===== config.mk =====
export PLATFORM = sky130hd
export DESIGN_NAME = bus_slave_responder
export DESIGN_NICKNAME = d
export VERILOG_FILES = /design/src/rtl/bus_slave_responder.sv
export SDC_FILE = /design/constraint.sdc
export NUM_CORES = 2
export LEC_CHECK = 0
export BUFFER_PORTS_ARGS = -buffer_cell sky130_fd_sc_hd__buf_2
export CAP_MARGIN = 20
export CORE_MARGIN = 4
export CORE_UTILIZATION = 45
export CTS_CLUSTER_DIAMETER = 150
export DETAILED_ROUTE_END_ITERATION = 10
export HOLD_SLACK_MARGIN = 0.03
export PLACE_DENSITY = 0.59
export SLEW_MARGIN = 10
export SYNTH_ARGS = -nofsm -noshare
export SYNTH_HDL_FRONTEND = slang
export SYNTH_SLANG_ARGS = --single-unit

===== constraint.sdc =====
create_clock -name clk -period 3 [get_ports clk]
set_clock_uncertainty 0.15 [all_clocks]
set_input_delay 0.45 -clock clk [delete_from_list [all_inputs] [get_ports clk]]
set_output_delay 0.45 -clock clk [all_outputs]
set_load 0.02 [all_outputs]

===== src/rtl/bus_slave_responder.sv =====
// bus_slave_responder
//   Slave-side endpoint of the system bus. Accepts one read or write burst
//   request, serves it from a local register-file memory, streams read beats
//   back on new_data/new_rx and pulses rx_done / tx_done when the burst ends.
//   Requests whose address lies outside the local memory complete at once
//   with addr_err and touch no memory.
//
//   Optional feature macro: SLAVE_WAIT_EN
//     When defined, WAIT_CYCLES idle cycles precede every data beat (WAIT
//     state). When undefined, the WAIT state and its counter are not built.
module bus_slave_responder #(
    parameter int ADDR_LEN     = 12,
    parameter int DATA_LEN     = 8,
    parameter int BURST_LEN    = 12,
    parameter int MEM_ADDR_LEN = 8
`ifdef SLAVE_WAIT_EN
    ,
    parameter int WAIT_CYCLES  = 2
`endif
) (
    input  logic                 clk,
    input  logic                 reset,
    input  logic                 req_valid,
    input  logic                 req_read,
    input  logic [ADDR_LEN-1:0]  address,
    input  logic [BURST_LEN-1:0] burst_num,
    input  logic [DATA_LEN-1:0]  wdata,
    input  logic                 wdata_valid,
    output logic                 wready,
    output logic [DATA_LEN-1:0]  new_data,
    output logic                 new_rx,
    output logic                 rx_done,
    output logic                 tx_done,
    output logic                 addr_err,
    output logic                 busy
);

    localparam int MEM_DEPTH = 2 ** MEM_ADDR_LEN;

`ifdef SLAVE_WAIT_EN
    localparam int WAIT_W = (WAIT_CYCLES > 1) ? $clog2(WAIT_CYCLES) : 1;
    typedef enum logic [2:0] {IDLE, WAIT, READ, WRITE, DONE} state_t;
`else
    typedef enum logic [1:0] {IDLE, READ, WRITE, DONE} state_t;
`endif

    state_t                 state_q, state_d;
    logic [MEM_ADDR_LEN-1:0] ptr_q, ptr_d;
    logic [BURST_LEN-1:0]   beats_q, beats_d;
    logic                   rd_q, rd_d;
    logic                   err_q, err_d;
    logic                   mem_we;
    logic                   busy_d, wready_d, new_rx_d;
    logic                   rx_done_d, tx_done_d, addr_err_d;
`ifdef SLAVE_WAIT_EN
    logic [WAIT_W-1:0]      wait_q, wait_d;
`endif

    logic [DATA_LEN-1:0]    mem [MEM_DEPTH];

    // State entered before each data beat: the wait phase if built, else the beat itself.
    function automatic state_t beat_state(input logic is_read);
`ifdef SLAVE_WAIT_EN
        if (WAIT_CYCLES > 0) return WAIT;
`endif
        return is_read ? READ : WRITE;
    endfunction

    // Next-state, datapath updates and next values of the registered outputs.
    always_comb begin
        // NOTE: every signal gets a default before the case so no path leaves it unassigned (no latch).
        state_d = state_q;
        ptr_d   = ptr_q;
        beats_d = beats_q;
        rd_d    = rd_q;
        err_d   = err_q;
        mem_we  = 1'b0;
`ifdef SLAVE_WAIT_EN
        wait_d  = wait_q;
`endif
        case (state_q)
            IDLE: begin
                if (req_valid) begin
                    rd_d    = req_read;
                    ptr_d   = address[MEM_ADDR_LEN-1:0];
                    beats_d = (burst_num == '0) ? BURST_LEN'(1) : burst_num;
                    err_d   = (address[ADDR_LEN-1:MEM_ADDR_LEN] != '0);
                    state_d = err_d ? DONE : beat_state(req_read);
                end
            end
`ifdef SLAVE_WAIT_EN
            WAIT: begin
                if (wait_q == WAIT_W'(WAIT_CYCLES - 1)) begin
                    wait_d  = '0;
                    state_d = rd_q ? READ : WRITE;
                end else begin
                    wait_d  = wait_q + 1'b1;
                end
            end
`endif
            READ: begin
                ptr_d   = ptr_q + 1'b1;
                beats_d = beats_q - 1'b1;
                state_d = (beats_q == BURST_LEN'(1)) ? DONE : beat_state(1'b1);
            end
            WRITE: begin
                if (wdata_valid) begin
                    mem_we  = 1'b1;
                    ptr_d   = ptr_q + 1'b1;
                    beats_d = beats_q - 1'b1;
                    state_d = (beats_q == BURST_LEN'(1)) ? DONE : beat_state(1'b0);
                end
            end
            DONE:    state_d = IDLE;
            default: state_d = IDLE;
        endcase

        busy_d     = (state_d != IDLE) || (state_q == DONE);
        wready_d   = (state_d == WRITE);
        new_rx_d   = (state_q == READ);
        rx_done_d  = (state_q == DONE) && rd_q;
        tx_done_d  = (state_q == DONE) && !rd_q;
        addr_err_d = (state_q == DONE) && err_q;
    end

    // State and request-context registers.
    always_ff @(posedge clk or negedge reset) begin
        // NOTE: sequential state uses non-blocking assignments so every flop samples pre-edge values.
        if (!reset) begin
            state_q <= IDLE;
            ptr_q   <= '0;
            beats_q <= '0;
            rd_q    <= 1'b0;
            err_q   <= 1'b0;
`ifdef SLAVE_WAIT_EN
            wait_q  <= '0;
`endif
        end else begin
            state_q <= state_d;
            ptr_q   <= ptr_d;
            beats_q <= beats_d;
            rd_q    <= rd_d;
            err_q   <= err_d;
`ifdef SLAVE_WAIT_EN
            wait_q  <= wait_d;
`endif
        end
    end

    // Registered outputs; new_data only changes on a read beat.
    always_ff @(posedge clk or negedge reset) begin
        if (!reset) begin
            busy     <= 1'b0;
            wready   <= 1'b0;
            new_rx   <= 1'b0;
            rx_done  <= 1'b0;
            tx_done  <= 1'b0;
            addr_err <= 1'b0;
            new_data <= '0;
        end else begin
            busy     <= busy_d;
            wready   <= wready_d;
            new_rx   <= new_rx_d;
            rx_done  <= rx_done_d;
            tx_done  <= tx_done_d;
            addr_err <= addr_err_d;
            if (state_q == READ) new_data <= mem[ptr_q];
        end
    end

    // Local storage, written one beat per accepted write cycle.
    always_ff @(posedge clk) begin
        // NOTE: the memory array has no reset; written words must survive a bus reset.
        if (mem_we) mem[ptr_q] <= wdata;
    end

endmodule


## After elaboration in Yosys (flattened, before gate mapping)

Memories as Yosys holds them, arrays and structs flattened. A register that Yosys moved wholly into a read port is not among the register bits.
Index checks and enable logic that the tools add are counted.

| word-level totals | value |
|---|---|
| output and inout bits | 14 |
| input bits | 37 |
| memories | 1 |
| register bits | 30 |
| bits in writable memories | 2048 |
| logic and storage cells | 52 |

| cells by class | value |
|---|---|
| multiplexer cells | 18 |
| reduce and logical (&&, ||, !) cells | 13 |
| equality and inequality tests | 7 |
| add/subtract/negate cells | 2 |

Memories:

| memory | depth | width | rd ports | clocked after Yosys merged registers in | wr ports | RTL line | RTL |
|---|---|---|---|---|---|---|---|
| mem | 256 | 8 | 1 | 1 | 1 | 59 | `logic [DATA_LEN-1:0] mem [MEM_DEPTH];` |

Operators with widths:

| cell | count |
|---|---|
| 12-bit two-way mux | 3 |
| 12-bit case mux with 3 select lines | 1 |
| 8-bit case mux with 3 select lines | 1 |
| 8-bit two-way mux | 2 |
| 12-bit by 1-bit == test with 1-bit output (second input constant) | 1 |
| 12-bit zero test | 1 |
| 12-bit by 1-bit subtractor with 12-bit output (second input constant) | 1 |
| 2-bit two-way mux | 5 |
| 8-bit by 1-bit adder with 8-bit output (second input constant) | 1 |
| 2-bit case mux with 4 select lines | 1 |
| 2-bit == test (second input constant) | 3 |
| 1-bit two-way mux | 5 |
| 2-bit != test (second input constant) | 2 |
| 4-bit nonzero test | 1 |
| 1-bit logical AND | 3 |
| 3-bit AND reduction | 1 |
| 3-bit nonzero test | 1 |
| 2-bit by 1-bit == test with 1-bit output (second input constant) | 1 |
| 1-bit zero test | 2 |
| 2-bit zero test | 1 |
| 2-bit AND reduction | 1 |
| 2-bit nonzero test | 1 |
| 1-bit logical OR | 1 |

## Depth between registers and ports, before layout

| logic depth | value |
|---|---|
| depth in word-level cells | 6 |
| depth in mapped cells | 13 |
| gate-level depth less buffers | 8 |

## Least setup slack after synthesis

OpenSTA, ideal clock, no wires.

| timing | value |
|---|---|
| path type | register to register |
| from | register ptr_q[0] |
| to | memory mem[112][0] (enable) |
| library setup time | 0.371 ns |
| required time | 2.479 ns |
| arrival time | 2.712 ns |
| cell stages (with the launch flop) | 13 |
| setup slack | -0.233 ns |
| path buffers | 7 |
| period minus slack after synthesis | 3.233 ns |
| cells stage by stage | dfrtp_1 buf_6 buf_4 buf_4 buf_4 inv_1 buf_2 buf_2 ha_1 and3_1 nand2_1 clkbuf_1 nor2_1 |

RTL lines:

| item | RTL line | RTL |
|---|---|---|
| start, declared | 48 | `logic [MEM_ADDR_LEN-1:0] ptr_q, ptr_d;` |
| start signal, assigned | 140 | `ptr_q <= ptr_d;` |
| end, declared | 59 |  |

No word-level cell before the write port.

==> impl_results.md <==
* Status: finished, violations left
* Failing checks: negative setup slack
* CP max-delay cell: nor2b_1
* Routability cong. at 0.843
* Initial antenna violation count at 5
* Commonest cells post-synth: 2048 x edfxtp_1, 509 x mux4_2, 304 x nor2_1
* Clock latency at the later pin of the worst-skew pair at 0.84 ns
* Input/output buffers at 50
* Cell variety after synth at 56
* Final nets at 4843
* Period utilisation layout at 108%
* Tmin final at 3.24 ns
* Most used cell, CP: buf_4
* Share of layout cells above drive strength 1 at 37.3%
* Peak VDD IR at 0.540 mV
* Element type at the critical path end: register
* Max-slew violation count at 0
* RR Endpoint: new_data[4]$_DFFE_PN0P_
* Reg2reg path depth at 9
* Total core area at 179000 um^2
* Largest net degree at the start of global routing at 103
* CTS H-Tree Depth at 4
* Worst-path clk slew at 0.06 ns
* Launching point of the worst reg2reg path: ptr_q[5]$_DFFE_PN0P_
* LEAKAGE at 32.6 nW
* RSZ-0062 raised after global routing: true
* Post-Syn Area at 81500 um^2
* Post-synthesis compound-gate area fraction at 2.54%
* DR DRC count at 0
* Overall routing resource usage at 24.1%
* Simple-gate share of the synthesized area at 3.55%
* Crit Path Max Fanout at 16
* CTS tree: built
* Post-DRT Antenna Nets at 0
* Max Buffers Root-to-Sink at 3
* Cells after DPL at 6877
* CTS sink cnt at 2086
* Reg area at 62500 um^2
* Die height at 434 um
* Cts bufs inserted at 209
* Root Buffer: clkbuf_16
* Post-synthesis xor/xnor area fraction at 0%
* Die width at 434 um
* Ys async rst share at 1.82%
* Fin. Hold Viols at 0
* Met3 WL at 17000 um
* Hold Slack at 0.0869 ns
* Fmax at 0.308 GHz
* Tightest Hold Check Type: in -> reg
* HPWL after detailed placement at 146000 um
* Worst-path cell chain: buf_12 > nor2b_1 > buf_4 > nand3_1 > buf_4 > o211ai_1 > o32ai_2 > buf_4 > o41ai_2
* Slew margin rel. at 35.5%
* Multiplexer share of the synthesized area at 15.6%
* Most used DFF post-synth: edfxtp_1
* DRT Wirelength at 224000 um
* M1 WL at 93200 um
* Area contributors post-synth: edfxtp_1 75%, mux4_2 14%, nor2_1 1.4%, mux2i_1 1.3%, dfrtp_1 1.2%
* Synth Net Count at 4021
* Via-per-instance ratio at 5.93
* Sequential fraction of the synthesis area at 76.6%
* Site row count at 155
* Area leader, netlist: edfxtp_1
* Post-synth top area share at 75.5%
* Starting Density at 45.5%
* Slew @ Worst Pin at 0.967 ns
* Startpoint class of the critical path: register
* Drt wl/cell at 30.6 um
* Number of global-route vias before repair at 43838
* PwrDens at 877 nW/um^2
* Adder and majority gate portion of the synthesized area at 0.169%
* Crit path kind: reg -> reg
* Critical path required time at 3.58 ns
* DRT iter0 DRCs at 5177
* First-pass iteration count of the detailed router at 6
* Reg2Reg Setup Slack at -0.24 ns
* Main combinational cell family by area after synthesis: multiplexers
* EDFF count, synth at 2048
* Fin cells at 7327
* Final worst-path setup slack at -0.243 ns
* Setup-failing EPs final at 4
* Top Ports at 51
* Met2 wire length at 106000 um
* Grt total ovfl at 0
* Total power at 88.1 mW
* Final Core Density at 56.1%
* Filler cell count in the final layout at 13443
* Worst path max stage delay at 0.64 ns
* Maxcap violations at 0
* Hold Path Stages at 1
* #FFs+latches synth at 2086
* Most common cell in the netlist: edfxtp_1
* Critical path arrival at 3.82 ns
* Yosys synthesis warning count at 0
* Vias at 43437
* Synthesized area per cell at 20.5 um^2
* First-pass GRT wire length at 322000 um
* Worst hold path endpoint: mem[42][1]$_DFFE_PP_
* HP Start: wdata[1]
* Die area at 188000 um^2
* Synth Instances at 3973
* Multi-input logic area at 19100 um^2
* Highest metal layer with signal wires: met4
* Area grow syn2layout at 23.3%
[critical path, delay by kind of cell (launching register included)]
kind	cells	cell delay, ns
buf+inv	4	0.86
simple gates	2	0.85
compound gates	3	0.81
flops	1	0.44
[metal layers]
metal	global-route usage [%]	vias to the layer above
met5	0	-
met4	8.15	0
met3	4.47	326
met2	37.6	1810
met1	34.5	23219
li1	-	18082
[power by group]
part           leakage [nW]  internal, mW  switching, mW
clock                  3.29          15.0           11.0
combinational          10.5          13.3           16.0
sequential             18.8          32.4          0.488
[registers in the layout, summed over array words and instances (netlist names)]
register	flops
state_q	2
tx_done	1
rx_done	1
err_q	1
beats_q	12
mem	2048
wready	1
new_data	8
rd_q	1
new_rx	1
busy	1
addr_err	1
ptr_q	8
[what timing repair did]
item / CTS / global route
cloned: 3 / 2
hold buffers: 31 / 0
buffers inserted: 13 / 15
endpoints found under the setup margin: 20 / 46
endpoints found under the hold margin: 144 / 0
gates resized for setup: 43 / 56
pin swaps: 2 / 11
[per-stage QoR]
| stage | instance area, um^2 | worst slack [ns] | setup TNS, ns |
|---|---|---|---|
| final | 100000 | -0.243 | -0.573 |
| after global routing | 100000 | -0.238 | -0.825 |
| after CTS | 100000 | -0.149 | -0.699 |
| after detailed placement | 92600 | -0.436 | -1.66 |
| after global placement | 92600 | -0.402 | -2.44 |
| after floorplan | 82500 | -0.0440 | -1.90 |
[layout make-up]
type / instances / share of cell area (%)
clock buffers: 268 / 5.56
well taps: 2355 / 2.93
multi-input cells: 1635 / 19.0
repair buffers: 849 / 9.05
diodes: 3 / 0.00747
inverters: 14 / 0.0598
flip-flops and latches: 2086 / 62.2
clock inverters: 117 / 1.22
[logic make-up (layout without fill, tap and decap cells)]
logic type,Yosys count,after routing
other,0,3
buffers and inverters,252,1248
flip-flops,2086,2086
AND/OR/NAND/NOR,681,681
multiplexers,628,628
adder cells (fa/ha/maj),11,11
AO/OA/AOI/OAI,315,315
[cell usage in the layout (no fill, tap or decap), types with 22 or more instances in the layout]
cell and n:
a21oi_1 69, a32oi_1 25, buf_12 198, buf_2 42, buf_4 550, bufinv_16 22, clkbuf_1 50, clkbuf_16 215
clkinv_1 47, clkinv_2 28, dfrtp_1 33, dlygate4sd3_1 31, edfxtp_1 2048, mux2i_1 99, mux4_2 509, nand2_1 198
nand3_1 58, nor2_1 173, nor2_4 123, o21ai_0 42, o22ai_1 45
[how the worst max path moves through the flow]
stage | from | to | cells after the start
global placement | ptr_q[0]$_DFFE_PN0P_ | new_data[0]$_DFFE_PN0P_ | 10
finish | ptr_q[5]$_DFFE_PN0P_ | new_data[4]$_DFFE_PN0P_ | 9
global route | ptr_q[0]$_DFFE_PN0P_ | new_data[4]$_DFFE_PN0P_ | 8
CTS | ptr_q[0]$_DFFE_PN0P_ | new_data[4]$_DFFE_PN0P_ | 9
detailed placement | ptr_q[0]$_DFFE_PN0P_ | new_data[0]$_DFFE_PN0P_ | 10
floorplan | ptr_q[5]$_DFFE_PN0P_ | mem[119][0]$_DFFE_PP_ | 6
Power figures use the tool's default switching activity.
